`src/rtl/period_meter.sv`:
```
// period_meter
//
// Measures the rise-to-rise period and rise-to-fall high time of a slow,
// asynchronous square wave in clk cycles, reports when the period has been
// stable for LOCK_COUNT consecutive measurements, and flags loss of signal
// when no rising edge arrives within TIMEOUT cycles.
//
// Ports:
//   clk          system clock, all state on its rising edge
//   rst_n        asynchronous active-low reset
//   sig_in_i     measured signal, asynchronous to clk
//   period_o     last measured rise-to-rise distance (clk cycles)
//   high_time_o  rise-to-fall distance within that same period
//   valid_o      one-cycle pulse marking a new period/high_time pair
//   locked_o     period has been identical for LOCK_COUNT measurements
//   timeout_o    loss of signal, sticky until the next rising edge

module period_meter #(
    parameter int unsigned CNT_WIDTH   = 16,
    parameter int unsigned SYNC_STAGES = 2,
    parameter int unsigned TIMEOUT     = 1000,
    parameter int unsigned LOCK_COUNT  = 4
) (
    input  logic                 clk,
    input  logic                 rst_n,
    input  logic                 sig_in_i,
    output logic [CNT_WIDTH-1:0] period_o,
    output logic [CNT_WIDTH-1:0] high_time_o,
    output logic                 valid_o,
    output logic                 locked_o,
    output logic                 timeout_o
);

    localparam int unsigned MatchWidth = $clog2(LOCK_COUNT + 1);

    localparam logic [CNT_WIDTH-1:0]  CntOne      = CNT_WIDTH'(1);
    localparam logic [CNT_WIDTH-1:0]  TimeoutVal  = CNT_WIDTH'(TIMEOUT);
    localparam logic [CNT_WIDTH-1:0]  TimeoutLast = CNT_WIDTH'(TIMEOUT - 1);
    localparam logic [MatchWidth-1:0] MatchOne    = MatchWidth'(1);
    localparam logic [MatchWidth-1:0] LockVal     = MatchWidth'(LOCK_COUNT);

    localparam logic [1:0] StIdle    = 2'd0;
    localparam logic [1:0] StMeasure = 2'd1;
    localparam logic [1:0] StLocked  = 2'd2;

    logic [SYNC_STAGES-1:0] sync_q;
    logic                   edge_q;
    logic                   sig_s;
    logic                   rise;
    logic                   fall;

    logic [1:0]            state_q,  state_d;
    logic [CNT_WIDTH-1:0]  cnt_q,    cnt_d;
    logic [CNT_WIDTH-1:0]  hi_cap_q, hi_cap_d;
    logic [MatchWidth-1:0] match_q,  match_d;
    logic [MatchWidth-1:0] match_next;
    logic [CNT_WIDTH-1:0]  period_q, period_d;
    logic [CNT_WIDTH-1:0]  high_q,   high_d;
    logic                  valid_q,  valid_d;
    logic                  locked_q, locked_d;
    logic                  timeout_q, timeout_d;
    logic [CNT_WIDTH-1:0]  meas;

    // Synchroniser followed by one edge-detect flop.
    always_ff @(posedge clk or negedge rst_n) begin
        if (!rst_n) begin
            sync_q <= '0;
            edge_q <= 1'b0;
        end else begin
            sync_q <= {sync_q[SYNC_STAGES-2:0], sig_in_i};
            edge_q <= sync_q[SYNC_STAGES-1];
        end
    end

    assign sig_s = sync_q[SYNC_STAGES-1];
    assign rise  = sig_s & ~edge_q;
    assign fall  = ~sig_s & edge_q;

    // cnt counts cycles since the last rise, so the distance to the current
    // cycle inclusive is cnt + 1.
    assign meas = cnt_q + CntOne;

    always_comb begin
        state_d    = state_q;
        match_d    = match_q;
        match_next = MatchOne;
        period_d   = period_q;
        high_d     = high_q;
        valid_d    = 1'b0;
        locked_d   = locked_q;
        timeout_d  = timeout_q;

        // Saturating counter; never wraps so a dead input cannot alias.
        if (rise) begin
            cnt_d = '0;
        end else if (cnt_q != TimeoutVal) begin
            cnt_d = meas;
        end else begin
            cnt_d = cnt_q;
        end

        hi_cap_d = fall ? meas : hi_cap_q;

        if (rise) begin
            if (state_q == StIdle) begin
                // Arming rise: no reference edge yet, so nothing to report.
                state_d   = StMeasure;
                match_d   = '0;
                timeout_d = 1'b0;
            end else begin
                valid_d  = 1'b1;
                period_d = meas;
                high_d   = hi_cap_q;

                // match_q == 0 marks the first measurement after arming.
                if (match_q == '0 || meas != period_q) begin
                    match_next = MatchOne;
                end else if (match_q != LockVal) begin
                    match_next = match_q + MatchOne;
                end else begin
                    match_next = match_q;
                end
                match_d = match_next;

                if (match_next == LockVal) begin
                    state_d  = StLocked;
                    locked_d = 1'b1;
                end else begin
                    state_d  = StMeasure;
                    locked_d = 1'b0;
                end
            end
        end else if (state_q != StIdle && cnt_q == TimeoutLast) begin
            // Loss of signal; period/high_time keep their last values.
            state_d   = StIdle;
            match_d   = '0;
            locked_d  = 1'b0;
            timeout_d = 1'b1;
        end
    end

    always_ff @(posedge clk or negedge rst_n) begin
        if (!rst_n) begin
            state_q   <= StIdle;
            cnt_q     <= '0;
            hi_cap_q  <= '0;
            match_q   <= '0;
            period_q  <= '0;
            high_q    <= '0;
            valid_q   <= 1'b0;
            locked_q  <= 1'b0;
            timeout_q <= 1'b0;
        end else begin
            state_q   <= state_d;
            cnt_q     <= cnt_d;
            hi_cap_q  <= hi_cap_d;
            match_q   <= match_d;
            period_q  <= period_d;
            high_q    <= high_d;
            valid_q   <= valid_d;
            locked_q  <= locked_d;
            timeout_q <= timeout_d;
        end
    end

    assign period_o    = period_q;
    assign high_time_o = high_q;
    assign valid_o     = valid_q;
    assign locked_o    = locked_q;
    assign timeout_o   = timeout_q;

endmodule

```
`config.mk`:
```
export PLATFORM = sky130hd
export DESIGN_NAME = period_meter
export DESIGN_NICKNAME = d
export VERILOG_FILES = /design/src/rtl/period_meter.sv
export SDC_FILE = /design/constraint.sdc
export NUM_CORES = 1
export LEC_CHECK = 0
export ABC_AREA = 1
export ABC_CLOCK_PERIOD_IN_PS = 3600
export CAP_MARGIN = 20
export CELL_PAD_IN_SITES_DETAIL_PLACEMENT = 1
export CELL_PAD_IN_SITES_GLOBAL_PLACEMENT = 1
export CORE_ASPECT_RATIO = 0.7
export CORE_MARGIN = 2
export CORE_UTILIZATION = 45
export CTS_CLUSTER_SIZE = 8
export DETAILED_ROUTE_END_ITERATION = 16
export PLACE_DENSITY_LB_ADDON = 0.15
export REMOVE_ABC_BUFFERS = 1
export SKIP_LAST_GASP = 1
export SYNTH_ARGS = -nofsm -noshare
export SYNTH_HDL_FRONTEND = slang
export SYNTH_SLANG_ARGS = --single-unit
```
`constraint.sdc`:
```
create_clock -name clk -period 3.6 [get_ports clk]
set_clock_uncertainty 0.05 [all_clocks]
set_input_delay 1.08 -clock clk [delete_from_list [all_inputs] [get_ports clk]]
set_output_delay 1.08 -clock clk [all_outputs]
set_load 0.01 [all_outputs]
```
# Word level (Yosys, flattened, before mapping)
# Cells that the tools add are included.
classes:
  n_addsub: 2
  mul: 0
  div_mod_pow: 0
  order_cmp: 0
  n_eq_ne: 7
  shift: 0
  n_mux: 22
  n_bitwise: 5
  reduce_logical: 10
op_table:
  columns: ["op", "count"]
  rows:
  - ["$mux 16", 2]
  - ["$mux 3", 7]
  - ["$add 16x1->16 const B", 1]
  - ["$eq 16x10->1 const B", 1]
  - ["$ne 16x10->1 const B", 1]
  - ["$ne 16x16->1", 1]
  - ["$mux 1", 9]
  - ["$mux 2", 4]
  - ["$reduce_and 2->1", 3]
  - ["$reduce_bool 2->1", 3]
  - ["$add 3x1->3 const B", 1]
  - ["$eq 3x3->1 const B", 1]
  - ["$logic_not 3->1", 1]
  - ["$ne 3x3->1 const B", 1]
  - ["$not 1->1", 3]
  - ["$and 1x1->1", 2]
  - ["$logic_not 2->1", 1]
  - ["$ne 2x1->1 const B", 1]
  - ["$ne 2x2->1 const B", 1]
  - ["$logic_and 1x1->1", 1]
  - ["$logic_or 1x1->1", 1]
totals:
  reg_bits: 75
  latchBits: 0
  ram_bits: 0
  mem_bits_ro: 0
  in_bits: 3
  output_inout_bits: 35
  elab_cells: 57
  n_memories: 0

# Longest topological paths before layout
# Gate-level depths: netlist (run 1).
logic_depth:
  word_depth: 10
  ltp_mapped: 14
  ltp_nobuf: 14

# Least setup slack after synthesis (run 1)
# No wires, ideal clock.
synth_timing:
  path_kind: "reg2reg"
  startpoint: "register cnt_q[0]"
  endpoint: "register state_q[0]"
  setup_ns: 0.113
  arrival_ns: 1.732
  required_ns: 3.437
  setup_slack_ns: 1.705
  path_stages_with_launch: 15
  n_path_buf: 0
  synth_period_minus_slack_ns: 1.895
  path_cell_list: "dfrtp_1 -> ha_1 -> nand2_2 -> nor2_8 -> nand3_2 -> nand2_2 -> nand2_2 -> nand2_1 -> nand2_1 -> nor2_1 -> nand2_1 -> nor2_2 -> nand4_2 -> nand2_1 -> inv_1"
synth_via:
  elab_chain_len: 10
  elab_cells_between_ends: 13
  classes_between: "1 x add/sub; 3 x eq/ne; 6 x mux; 3 x reduce/logical"
synth_lines:
  columns: ["element", "line_no", "rtl"]
  rows:
  - ["start, declared", "53", "logic [CNT_WIDTH-1:0] cnt_q, cnt_d;"]
  - ["start signal, assigned", "155", "cnt_q <= cnt_d;"]
  - ["$add 16x1->16", "81", "assign meas = cnt_q + CntOne;"]
  - ["$ne 16x16->1", "116", "if (match_q == '0 || meas != period_q) begin"]
  - ["$logic_or 1x1->1", "116", null]
  - ["$mux 3", "116", null]
  - ["$mux 3", "105", "if (state_q == StIdle) begin"]
  - ["$mux 3", "104", "if (rise) begin"]
  - ["$eq 3x3->1", "125", "if (match_next == LockVal) begin"]
  - ["$mux 2", "125", null]
  - ["$mux 2", "105", null]
  - ["$mux 2", "104", null]
  - ["end signal, assigned", "144", "state_q <= StIdle;"]
  - ["end signal, assigned", "154", "state_q <= state_d;"]
  - ["end, declared", "52", "logic [1:0] state_q, state_d;"]
# Parallel ways exist; a longest one is shown, timed or not. The select of a mux whose other input is x is not followed.
# A chain may end at the register's enable or synchronous reset.

# Worst setup path in the final report (run 1)
layout_timing:
  startpoint: "register period_q[6] (netlist: period_o[6])"
  endpoint: "output port period_o[6]"
layout_rtl:
  columns: ["element", "line_no", "rtl"]
  rows:
  - ["start, declared", "57", "logic [CNT_WIDTH-1:0] period_q, period_d;"]
  - ["start signal, assigned", "158", "period_q <= period_d;"]
  - ["end, declared", "27", "output logic [CNT_WIDTH-1:0] period_o,"]
# No word-level cell between the ends.

==> flow_summary.yaml, run 1 <==
floorplan:
  rows: 27
  core_mm2: 0.007770
  fp.dieH_um: 78.30
  start_util_pct: 45.67
  ios: 38
  die_w_um: 110.1
  dieArea_mm2: 0.008623
critical_path:
  rrSetupSlack_ps: 1240
  reg2regPathDepth: 14
  critPathSlowestCell: "clkdlybuf4s50_1"
  critPathArrivalTime_ps: 1330
  critPathMaxStageDelay_ps: 570
  worst-path-buf-inv: 1
  crit_chain: "clkdlybuf4s50_1"
  reg2reg_from: "cnt_q[0]"
  crit_family: "buffers and inverters"
  criticalPathCategory: "reg -> out"
  cp-start-kind: "flip-flop"
  cp.required_ps: 2470
  worst_setup_path_end_kind: "output pin"
  r2r-end: "state_q[0]"
  worst-path-max-fanout: 4
cells_and_area:
  fin_area_mm2: 0.004378
  finalNetCount: 496
  final_common_cell: "nand2_1"
  n_antenna_cell: 0
  drive_above_1_share_pct: 8.925
  layout.cells.most_common_list: "nand2_1 (166), dfrtp_1 (75), inv_1 (45), o21ai_0 (36), clkdlybuf4s50_1 (36)"
  fillers: 952
  synthToLayoutAreaGrowth_pct: 23.38
clock_tree:
  clock_sinks: 75
  cts_buffers: 9
  cts-root-buf: "clkbuf_16"
  insertion_delay_ps: 340
  htreeDepth: 3
  cts.hold.buffers_added: 0
  cts_setup_buffers: 0
  cts_buffer_depth: 2
  cts_tree: "done"
  cts-resized-gates: 0
  cts.clk_slew.worst_paths_ps: 60
grt:
  grt_max_degree: 76
  first_global_vias: 3369
  grt_pass1_wl_mm: 16.62
  grt.total_usage_pct: 25.49
  antenna_found_initial: 0
  grt_overflow: 0
timing:
  fmax_ghz: 0.4063
  rsz0062_at_grt: "false"
  min_period_over_period_pct: 68.37
  slew_viol_final: 0
  tns_ps: 0
  hold_viol: 0
  hold_ws_ps: 307.4
  relSlewSlack_pct: 30.21
  min_period_ps: 2461
  tightest_slew_ps: 1044
  setup_viol: 0
job:
  maxCapViolations: 0
route:
  first_iter_violations: 163
  drt_wl_total_mm: 9.638
  wire_per_inst_um: 16.23
  ant_nets: 0
  vias: 3074
  vias_per_cell: 5.175
  drcViolationCount: 0
  dr.pass1.iters: 4
power_and_ir_drop:
  irDropWorstVdd_v: 0.0003375
  p_per_area_mw_per_mm2: 544.5
  p_leak_nw: 2.137
worst_hold_path:
  min_delay_path_depth: 0
  min-delay-start: "sync_q[0]"
  hold_class: "reg -> reg"
  hold_path_end: "sync_q[1]"
synthesis:
  syn_avg_cell_area_um2: 7.921
  yosysWarnings: 0
  ys_seq_area_share_pct: 52.89
  synth.distinct_cells: 25
  syn_inst: 448
  synth_seq_cells: 75
  syn_area_mm2: 0.003548
placed_design:
  dp.final_hpwl_mm: 6.582
  place.port_buffers: 37
  postPlaceCellArea_mm2: 0.004028
  place_congestion: 0.8907
status:
  status: "finished clean"
## state kept, by name, indices dropped and copies added, names as in the netlist
signal / count
locked_o: 1
high_time_o: 16
timeout_o: 1
edge_q: 1
match_q: 3
sync_q: 2
period_o: 16
cnt_q: 16
state_q: 2
valid_o: 1
hi_cap_q: 16
## metrics by stage
step	setup WS, ps	utilization (%)	power (W)	instances
3_3_place_gp	1378	51.84	0.001322	579
3_5_place_dp	1305	51.84	0.001344	579
5_1_grt	990.3	56.34	0.002497	594
4_1_cts	1127	56.34	0.002408	594
2_1_floorplan	1141	-	0.001179	438
6_report	1139	56.34	0.002384	594
## synth_stat cells
master | instances | area (µm²)
dfrtp_1 | 75 | 1877
clkbuf_1 | 10 | 37.54
nand3_2 | 2 | 20.02
nor4_1 | 1 | 6.260
nand4_2 | 2 | 25.02
ha_1 | 4 | 50.05
nand3_1 | 31 | 155.2
a31oi_1 | 1 | 6.260
clkinv_1 | 1 | 3.750
nand4_1 | 9 | 56.30
nor2_8 | 1 | 20.02
or2_2 | 1 | 6.260
nor2_1 | 34 | 127.6
o21bai_1 | 1 | 7.510
nor2_2 | 7 | 43.79
o21ai_0 | 36 | 180.2
nand3b_1 | 4 | 30.03
inv_1 | 45 | 168.9
nand2_1 | 166 | 623.1
inv_2 | 2 | 7.510
nand2_2 | 9 | 56.30
o21ai_1 | 2 | 10.01
nor2_4 | 1 | 11.26
xor2_1 | 1 | 8.760
nor3_1 | 2 | 10.01
## worst register-to-register path: stages, from the launching register on
cell and delay [ps]:
dfrtp_1 480, ha_1 290, nand2_2 130, nor2_8 200
nand3_2 100, nand2_2 100, nand2_2 70, nand2_1 60
nand2_1 50, nor2_1 150, nand2_1 90, nor2_2 180
nand4_2 150, nand2_1 100, inv_1 40
## area by class of cell
cell class                 instances  area, µm²  share of cell area, %
multi-input combinational        315       1454                  33.21
clock buffer                      11      252.7                  5.773
inverter                          48      180.2                  4.115
sequential                        75       1877                  42.87
timing repair buffer              40      390.4                  8.917
clock inverter                     4      97.59                  2.229
tap                              101      126.4                  2.887
## report_power, final
group / internal, W / switching [W] / leakage, nW / total, W
Clock: 0.000711 / 0.000342 / 0.168 / 0.00105
Sequential: 0.000914 / 0.0000688 / 1.01 / 0.000983
Combinational: 0.000135 / 0.000214 / 0.957 / 0.000349
Total: 0.00176 / 0.000624 / 2.14 / 0.00238
## kinds of logic (layout without fill, tap and decap cells)
| family | count (synthesis) | count (layout) | share of synthesized area [%] |
|---|---|---|---|
| buffers and inverters | 58 | 103 | 6.135 |
| AOI/OAI and AO/OA | 40 | 40 | 5.748 |
| adders and majority gates | 4 | 4 | 1.410 |
| DFF | 75 | 75 | 52.89 |
| xor gates and xnor gates | 1 | 1 | 0.2469 |
| and+or+nand+nor | 270 | 270 | 33.57 |
## metal layers
layer  track usage, %  up-vias  wire [µm]  part of all wire (%)
met2            41.53       63       4623                    48
met5                0        -          0                     0
met4            8.875        0        128                   1.3
met3            5.648       12        337                   3.5
li1                 -     1485          -                     -
met1            33.53     1514       4550                    47
## worst max-delay path by stage
stage / startpoint / end / cells past startpoint
floorplan: edge_q / locked_o / 6
global placement: sync_q[1] / period_o[0] / 8
detailed placement: sync_q[1] / period_o[6] / 8
CTS: period_o[6] / period_o[6] / 1
global route: cnt_q[0] / state_q[0] / 14
finish: period_o[6] / period_o[6] / 1
Note: power is estimated with default switching activity, not from simulation.
==> run 2: changes to the inputs <==
- ABC_CLOCK_PERIOD_IN_PS: 3600 -> 2200
- CORE_UTILIZATION: 45 -> 38
- clock period: 3.6 -> 2.2 ns (I/O delays scaled with it)
==> run 2 against run 1 <==
  * Die area is 18% higher
  * Register-to-register slack lost 1200 ps
  * Sequential share of layout area is 2.8 points lower
  * Critical path depth rose by 11
  * Clock power rose by 39%
  * Routed wire length up 7.4%
  * Critical endpoint is now state_q[0]
  * Largest cell class unchanged
==> flow_summary.yaml, run 2 (synthesis results as in run 1) <==
floorplan:
  rows: 29
  dieArea_mm2: 0.01014
  die_w_um: 119.5
  core_mm2: 0.009071
  start_util_pct: 39.12
  ios: 38
  fp.dieH_um: 84.85
cells_and_area:
  layout.cells.most_common_list: "nand2_1 (156), dfrtp_1 (70), inv_1 (41), o21ai_0 (36), clkdlybuf4s50_1 (36)"
  fillers: 1079
  synthToLayoutAreaGrowth_pct: 32.37
  final_common_cell: "nand2_1"
  seqCellArea_mm2: 0.001883
  drive_above_1_share_pct: 18.57
  finalNetCount: 519
  n_antenna_cell: 0
  multi_input_area_mm2: 0.001590
worst_hold_path:
  hold_class: "in -> async"
timing:
  slew_viol_final: 0
  relSlewSlack_pct: 69.00
  setup_viol: 0
  min_period_ps: 2126
  hold_viol: 0
  tightest_slew_ps: 460.7
  fmax_ghz: 0.4703
  min_period_over_period_pct: 96.65
  hold_ws_ps: 181.2
placed_design:
  dp.final_hpwl_mm: 6.992
  place_congestion: 0.8402
  place.port_buffers: 37
route:
  ant_nets: 0
  wire_per_inst_um: 16.14
  drt_wl_total_mm: 10.35
  vias_per_cell: 4.917
  first_iter_violations: 135
  vias: 3152
  drcViolationCount: 0
  dr.pass1.iters: 4
clock_tree:
  insertion_delay_ps: 340
  clock_sinks: 75
  htreeDepth: 3
  cts-root-buf: "clkbuf_16"
  cts.clk_slew.worst_paths_ps: 60
  cts_buffer_depth: 2
  cts_buffers: 9
  cts_tree: "done"
power_and_ir_drop:
  internal_power_w: 0.002704
  p_per_area_mw_per_mm2: 818.0
  irDropWorstVdd_v: 0.0003961
  power_frac_seq_pct: 42.4
  p_sw_w: 0.001139
  pwr-share-comb_pct: 19.8
  p_clk_share_pct: 37.9
  finalPower_w: 0.003842
  p_leak_nw: 2.257
  swShare_pct: 29.64
grt:
  first_global_vias: 3238
  antenna_found_initial: 0
  grt_overflow: 0
  grtUsageMet3_pct: 5.108
  grt_pass1_wl_mm: 16.39
  grt_max_degree: 37
  grt_busiest_layer: "met2"
  use_met1_pct: 28.15
  grt.total_usage_pct: 20.96
  use_met2_pct: 34.49
critical_path:
  critPathArrivalTime_ps: 2320
  worst_setup_path_end_kind: "flip-flop"
  cp-start-kind: "flip-flop"
  worst-path-max-fanout: 7
  criticalPathCategory: "reg -> reg"
  cp.required_ps: 2390
job:
  maxCapViolations: 0
status:
  status: "finished clean"
-- run 2: cell types whose count changed in the layout (fill, tap and decap cells not counted), sizes merged --
cell / before / now
nor2: 43 / 44
bufinv: 3 / 1
buf: 4 / 26
clkbuf: 11 / 9
clkinv: 1 / 5
clkinvlp: 1 / 2
-- run 2: worst paths after layout --
path,end,cells past startpoint,slack [ps],from
min in group clk,sync_q[1],0,310,sync_q[0]
worst min-delay path,high_time_o[7],1,180,rst_n
max in group asynchronous,period_o[11],2,1370,rst_n
worst max register to register,state_q[0],12,70,cnt_q[5]
worst max-delay path,state_q[0],12,70,cnt_q[5]
worst min register to register,sync_q[1],0,310,sync_q[0]
-- run 2: layer usage --
layer,vias to the layer above,wire [µm]
li1,1536,-
met1,1561,4832
met2,46,5030
met3,9,357
met4,0,128
met5,-,0
-- run 2: power by group through the flow --
| stage | sequential (W) | clock [W] | combinational, W |
|---|---|---|---|
| finish | 0.00163 | 0.00146 | 0.000759 |
| global route | 0.00165 | 0.00156 | 0.000832 |
| CTS | 0.00160 | 0.00149 | 0.000623 |
| detailed placement | 0.00163 | 0 | 0.000598 |
| global placement | 0.00162 | 0 | 0.000574 |
| floorplan | 0.00163 | 0 | 0.000301 |
-- run 2: through the flow --
| step | utilization, % | instances | cell area, µm² | TNS, ps | setup slack [ps] |
|---|---|---|---|---|---|
| after floorplan | - | 438 | 3511 | -6581 | -259.1 |
| after detailed placement | 45.82 | 612 | 4156 | -22.69 | -22.69 |
| final | 51.78 | 641 | 4697 | 0 | 73.76 |
| after global placement | 45.82 | 612 | 4156 | 0 | 69.05 |
| after CTS | 49.43 | 630 | 4484 | 0 | 18.57 |
| after global routing | 51.78 | 641 | 4697 | -111.5 | -49.22 |
-- run 2: final cells by class --
class                           instances  area share [%]
Multi-Input combinational cell        316           33.86
Clock buffer                            9           4.795
Tap cell                              124           3.303
Sequential cell                        75           40.09
Timing Repair Buffer                   62           12.60
Inverter                               48           3.889
Clock inverter                          7           1.465
-- run 2: repair_timing --
action,4_1_cts,5_1_grt
pin swaps,3,17
hold buffers,0,0
cloned,1,0
endpoints found under the hold margin,0,0
gates resized for setup,4,38
setup buffers,1,11
endpoints found under the setup margin,1,6
-- run 2: critical path, stage by stage (launching register included) --
cell and delay (ps):
dfrtp_1 470, buf_4 160, nand2_2 90, nor2_4 200, nand4_1 200, nand2_2 130, nand2_1 60, nand2_1 60
nand3_1 140, nor2_4 200, nand4_4 130, nand2_2 100, inv_1 40
==> run 3: changes to the inputs <==
- CTS_CLUSTER_DIAMETER: unset -> 200
==> results of run 3 <==
No change in the layout: final DEF, timing and power equal those of run 2.
